### config.mk
export PLATFORM = sky130hd
export DESIGN_NAME = spike_train_encoder
export DESIGN_NICKNAME = d
export VERILOG_FILES = /design/src/rtl/spike_train_encoder.sv
export SDC_FILE = /design/constraint.sdc
export NUM_CORES = 1
export LEC_CHECK = 0
export ABC_AREA = 0
export CAP_MARGIN = 10
export CORE_UTILIZATION = 50
export DETAILED_ROUTE_END_ITERATION = 16
export DONT_BUFFER_PORTS = 1
export GPL_TIMING_DRIVEN = 1
export SYNTH_ARGS = -nofsm -noshare
export SYNTH_HDL_FRONTEND = slang
export SYNTH_SLANG_ARGS = --single-unit
### constraint.sdc
create_clock -name clk -period 5.2 [get_ports clk]
set_clock_uncertainty 0.05 [all_clocks]
set_input_delay 1.04 -clock clk [delete_from_list [all_inputs] [get_ports clk]]
set_output_delay 1.04 -clock clk [all_outputs]
set_load 0.05 [all_outputs]
### src/rtl/spike_train_encoder.sv
// Float drive to spike-train encoder.
// Q16.16 accumulator, spaced spike pulses, per-window spike count.
module spike_train_encoder #(
  parameter int unsigned SPACING = 4
) (
  input  logic        clk,
  input  logic        reset,
  input  logic        tick,
  input  logic [31:0] drive,
  input  logic        clr_flag,
  output logic        spike_out,
  output logic [31:0] spike_cnt_out,
  output logic        busy,
  output logic        sat_flag
);

  typedef enum logic [1:0] {
    IDLE,
    FIRE,
    GAP
  } state_t;

  localparam logic [7:0] GAP_LD = 8'(SPACING - 1);
  localparam logic [32:0] ONE = 33'h0_0001_0000;

  state_t      state, state_n;
  logic [7:0]  gap, gap_n;
  logic [31:0] acc;
  logic [31:0] fx1;
  logic        v1;
  logic [31:0] win;

  logic [7:0]  ex;
  logic [22:0] man;
  logic [31:0] mant;
  logic [31:0] fx_c;
  logic        sat_c;

  logic        spike_evt;
  logic [32:0] sum;
  logic        acc_sat;
  logic [31:0] win_inc;

  assign ex   = drive[30:23];
  assign man  = drive[22:0];
  assign mant = {8'd0, 1'b1, man};

  // fx = mant24 * 2^(ex-134); ex 111..142 is the representable band
  always_comb begin
    fx_c  = '0;
    sat_c = 1'b0;
    if (drive[31]) begin
      fx_c = '0;
    end else if (ex == 8'hFF && man != '0) begin
      fx_c = '0;
    end else if (ex >= 8'd143) begin
      fx_c  = '1;
      sat_c = 1'b1;
    end else if (ex >= 8'd134) begin
      fx_c = mant << (ex - 8'd134);
    end else if (ex >= 8'd111) begin
      fx_c = mant >> (8'd134 - ex);
    end
  end

  assign spike_evt = (state == FIRE);

  always_comb begin
    sum = {1'b0, acc}
        + {1'b0, (v1 ? fx1 : 32'd0)}
        - (spike_evt ? ONE : 33'd0);
    acc_sat = sum[32];
  end

  assign win_inc = (win == '1) ? win : win + 32'd1;

  always_comb begin
    state_n = state;
    gap_n   = gap;
    unique case (state)
      IDLE: begin
        if (acc[31:16] != '0) state_n = FIRE;
      end
      FIRE: begin
        if (SPACING == 1) begin
          state_n = IDLE;
        end else begin
          gap_n   = GAP_LD;
          state_n = GAP;
        end
      end
      GAP: begin
        gap_n = gap - 8'd1;
        if (gap <= 8'd1) state_n = IDLE;
      end
      default: state_n = IDLE;
    endcase
  end

  always_ff @(posedge clk) begin
    if (reset) begin
      state         <= IDLE;
      gap           <= '0;
      acc           <= '0;
      fx1           <= '0;
      v1            <= 1'b0;
      win           <= '0;
      spike_out     <= 1'b0;
      spike_cnt_out <= '0;
      sat_flag      <= 1'b0;
    end else begin
      state     <= state_n;
      gap       <= gap_n;
      spike_out <= (state_n == FIRE);
      v1        <= tick;
      if (tick) fx1 <= fx_c;
      acc <= acc_sat ? 32'hFFFF_FFFF : sum[31:0];
      // a spike on a tick edge opens the new window
      if (tick) begin
        spike_cnt_out <= win;
        win           <= spike_evt ? 32'd1 : 32'd0;
      end else if (spike_evt) begin
        win <= win_inc;
      end
      if ((tick && sat_c) || acc_sat) sat_flag <= 1'b1;
      else if (clr_flag)              sat_flag <= 1'b0;
    end
  end

  assign busy = (state != IDLE) || (acc[31:16] != '0);

endmodule

==> qor_table.md <==
| Stage | Metric | Value |
|:---|:---|:---|
| clock network | Number of buffers on the longest clock path | 2 |
| placement | Detailed Place HPWL | 20.1 mm |
| die | Vert. Die Dim | 147 um |
| power and ir drop | Internal power consumption | 3200 uW |
| power and ir drop | Power per Cell Area | 503 nW/um2 |
| logic synthesis | Post-synth cell types | 67 |
| grt | Met2 track demand over resource | 0.398 |
| critical path | Setup slack of the most critical reg-to-reg path | 1.05 ns |
| routing | Count of vias placed by the detailed router | 9156 |
| logic synthesis | Post-synthesis async set-or-reset flop share | 0 |
| clock network | CTS Sinks | 141 |
| power and ir drop | Net Sw Power | 2420 uW |
| grt | Global routing met3 resource utilization | 0.0609 |
| die | Number of core rows | 52 |
| critical path | Cell occurring most often along the worst timing path | a21oi_1 |
| timing | RSZ-0062 raised after global routing | no |
| grt | Number of global-route vias before repair | 8645 |
| timing | Worst-margin pin slew | 1.20 ns |
| logic synthesis | Top post-synthesis cells by area | dfxtp_1 27%, ha_1 8.9%, a21oi_1 6.8% |
| die | Core outline area | 20400 um2 |
| critical path | Maximum fanout along the worst path | 26 |
| critical path | Peak per-stage delay on the critical path | 0.53 ns |
| routing | Number of vias per cell after detailed routing | 5.79 |
| critical path | Setup Crit Path Kind | flop to flop |
| die | Initial Util | 0.513 |
| logic synthesis | Number of flip-flops and latches in the synthesized netlist | 141 |
| critical path | Critical path startpoint category | flop |
| critical path | Critical Path Sink | acc[6]$_SDFF_PP0_ |
| clock network | Clock latency at the later pin of the worst-skew pair | 0.43 ns |
| routing | Initial DRC count | 584 |
| timing | Achievable clock frequency | 0.241 GHz |
| power and ir drop | Post-layout power | 5620 uW |
| power and ir drop | Leakage Power | 0.00461 uW |
| timing | Setup total negative slack | 0 ns |
| logic synthesis | Count of flip-flops with a built-in enable after synthesis | 0 |
| hold path | Min-Delay Path Class | flop to flop |
| power and ir drop | Sw Share | 0.431 |
| critical path | R2R depth | 15 |
| clock network | Clock-pin transition on the worst setup and hold timing paths | 0.07 ns |
| cells and area | Count of nets after finishing | 1410 |
| die | Total I/O pin count | 71 |
| grt | Layer with the highest usage | met2 |
| routing | Average wire per standard cell | 17.5 um |
| clock network | Cells resized by post-CTS repair | 0 |
| logic synthesis | Ranking of synthesized cells by instance count | 162 x nand2_1, 141 x a21oi_1, 141 x dfxtp_1 |
| critical path | Crit. Startpoint | v1$_SDFF_PP0_ |
| logic synthesis | Sequential cell area fraction in the yosys report | 0.270 |
| grt | All-layer global routing usage | 0.264 |
| timing | Final Max Tran Viols | 0 |
| routing | Remaining DRCs | 0 |
| cells and area | Share of post-route cells with drive strength above 1 | 0.0709 |
| logic synthesis | Netlist area before placement | 10400 um2 |
| routing | Total Wirelength | 27.6 mm |
| outcome | Result of the run | finished, final reports clean |
| critical path | Critical path data required time | 5.45 ns |
| grt | Number of antenna violations at the first check in global routing | 0 |
| logic synthesis | Most frequent cell after synthesis | nand2_1 |
| placement | Count of buffers from port buffering | 0 |
| routing | Number of detailed-routing iterations run before antenna repair | 5 |
| timing | Shortest period the worst path allows | 4.15 ns |
| grt | Met1 Use GR | 0.371 |
| cells and area | Area used by sequential logic in the layout | 2820 um2 |
| clock network | Hold-fix buffers at CTS | 0 |
| timing | Final Hold Fails | 0 |
| cells and area | Antenna cells | 0 |
| clock network | Clock H-tree levels | 4 |
| timing | Endpoints failing setup | 0 |
| logic synthesis | Prevailing post-synth register cell | dfxtp_1 |
| die | Die W | 147 um |
| critical path | Crit path buffers/inverters | 3 |
| logic synthesis | Synthesized netlist cell count | 1342 |
| power and ir drop | Fraction of power consumed by combinational cells | 0.537 |
| timing | Max-slew headroom at the worst pin | 0.198 |
| die | Die Area | 21500 um2 |
| clock network | Root cell of the clock tree | clkbuf_16 |
| critical path | Critical register-to-register path endpoint | acc[6]$_SDFF_PP0_ |
| critical path | Critical path's slowest cell | xor2_2 |
| clock network | CTS tree | built |
| critical path | Cells traversed along the worst timing path | buf_4 > nand2_1 > ha_1 > inv_1 > ha_1 > a21oi_1 > nand2_1 > a221oi_1 > nand3_1 > a21oi_1 > o21bai_1 > a21oi_1 > xor2_2 > buf_4 > a21oi_1 |
| cells and area | Signed area change from the synthesized netlist to the final layout | 7.09% |
| clock network | TritonCTS buffer count | 17 |
| clock network | Post-CTS setup-driven buffer insertion count | 0 |
| placement | Final GP Congestion | 0.930 |
| routing | Final antenna-violating net count | 0 |
| power and ir drop | Peak VDD IR | 0.265 mV |
| power and ir drop | Clock share of power | 0.221 |
| timing | Crit path setup slack, layout | 1.05 ns |
| logic synthesis | Yosys warnings | 0 |
| placement | Post-placement worst setup slack | 0.857 ns |
| grt | Wire length of the first global-routing pass | 45.5 mm |
| critical path | Critical path depth | 15 |
| critical path | Launching point of the worst reg2reg path | v1$_SDFF_PP0_ |
| logic synthesis | Per-instance average area after synthesis | 7.79 um2 |
| critical path | Cell class contributing the biggest share of worst-path delay | compound AO/OA/AOI/OAI gates |
| critical path | Arr. time, crit path | 4.40 ns |
| cells and area | Multi-input logic area | 6910 um2 |
| timing | Final period utilization | 0.798 |
| grt | Aggregate global routing overflow | 0 |
| critical path | Element type at the critical path end | flop |
| logic synthesis | Portion of synthesized cell area occupied by the leading cell type | 0.270 |
| logic synthesis | Leading area contributor after synthesis | dfxtp_1 |
| power and ir drop | Share of power burned in registers | 0.242 |
| logic synthesis | Nets in the synthesized netlist | 1453 |
| grt | Maximum number of pins on one net before global-route repair | 77 |
| flow run | Max-capacitance violation count | 0 |
| cells and area | Fill cell total of the finished layout | 1960 |
-- cell usage in the layout (no fill, tap or decap), types with 14 or more instances in the layout --
| cell type | synthesis | routed |
|---|---|---|
| inv_1 | 112 | 112 |
| xnor2_1 | 29 | 29 |
| o21ai_0 | 60 | 60 |
| a21o_1 | 14 | 14 |
| clkbuf_16 | 0 | 17 |
| mux2i_1 | 66 | 66 |
| ha_1 | 74 | 74 |
| nand2_1 | 162 | 162 |
| a21oi_1 | 141 | 141 |
| dfxtp_1 | 141 | 141 |
| mux4_2 | 23 | 23 |
| nor3_1 | 27 | 27 |
| xor2_1 | 42 | 40 |
| a22o_1 | 15 | 15 |
| nand3_1 | 25 | 25 |
| a211oi_1 | 16 | 16 |
| buf_4 | 0 | 14 |
| nor2_1 | 127 | 126 |
-- stage by stage --
| stage | hold WS (ns) | cell area (um2) | std cells | util |
|---|---|---|---|---|
| after global routing | 0.442 | 11200 | 1582 | 0.549 |
| after CTS | 0.414 | 11200 | 1582 | 0.549 |
| after detailed placement | 0.397 | 10600 | 1550 | 0.520 |
| after global placement | 0.389 | 10600 | 1550 | 0.520 |
| after floorplan | 0.367 | 10400 | 1342 | - |
| final | 0.407 | 11200 | 1582 | 0.549 |
-- worst reg2reg max path, stage by stage (launching register included) --
cell and delay, ns:
dfxtp_1 0.42, buf_4 0.32, nand2_1 0.10, ha_1 0.29, inv_1 0.05, ha_1 0.38, a21oi_1 0.30, nand2_1 0.12
a221oi_1 0.39, nand3_1 0.12, a21oi_1 0.14, o21bai_1 0.09, a21oi_1 0.23, xor2_2 0.53, buf_4 0.39, a21oi_1 0.12
-- final cells by class --
class,instances,share of cell area
Multi-Input combinational cell,1013,0.618
Sequential cell,141,0.252
Clock buffer,17,0.0380
Inverter,112,0.0376
Tap cell,270,0.0302
Clock inverter,15,0.0149
Timing Repair Buffer,14,0.00939
-- layer usage --
| metal | share of wire | routed length, um | up-vias |
|---|---|---|---|
| li1 | - | - | 4644 |
| met1 | 0.49 | 13400 | 4223 |
| met2 | 0.43 | 12000 | 243 |
| met3 | 0.059 | 1620 | 46 |
| met4 | 0.023 | 639 | 0 |
| met5 | 0 | 0 | - |
-- state kept, by name, summed over array words and instances, names as in the netlist --
name / count
acc: 32
fx1: 32
spike_cnt_out: 32
win: 32
gap: 8
state: 2
sat_flag: 1
spike_out: 1
v1: 1
-- power groups by stage --
stage	Clock (uW)	Sequential, uW	Combinational (uW)
2_1_floorplan	0	1350	2470
3_3_place_gp	0	1380	2990
3_5_place_dp	0	1380	3000
4_1_cts	1270	1360	3030
5_1_grt	1320	1380	3430
6_report	1240	1360	3020
-- kinds of logic (layout without fill, tap and decap cells) --
group | Yosys count | in the layout | share of synthesized area
flip-flops | 141 | 141 | 0.270
adder cells (fa/ha/maj) | 75 | 75 | 0.0905
buffers and inverters | 188 | 158 | 0.0701
XOR/XNOR | 71 | 71 | 0.0595
AND/OR/NAND/NOR | 437 | 437 | 0.191
AO/OA/AOI/OAI | 333 | 333 | 0.197
multiplexers | 97 | 97 | 0.121
-- how the worst min path moves through the flow --
stage,end,from,depth (start not counted)
2_1_floorplan,fx1[0]$_SDFFE_PP0P_,fx1[0]$_SDFFE_PP0P_,2
6_report,fx1[22]$_SDFFE_PP0P_,fx1[22]$_SDFFE_PP0P_,2
3_5_place_dp,fx1[22]$_SDFFE_PP0P_,fx1[22]$_SDFFE_PP0P_,2
5_1_grt,fx1[15]$_SDFFE_PP0P_,fx1[15]$_SDFFE_PP0P_,2
3_3_place_gp,fx1[22]$_SDFFE_PP0P_,fx1[22]$_SDFFE_PP0P_,2
4_1_cts,fx1[22]$_SDFFE_PP0P_,fx1[22]$_SDFFE_PP0P_,2
(Power assumes the default switching activity.)
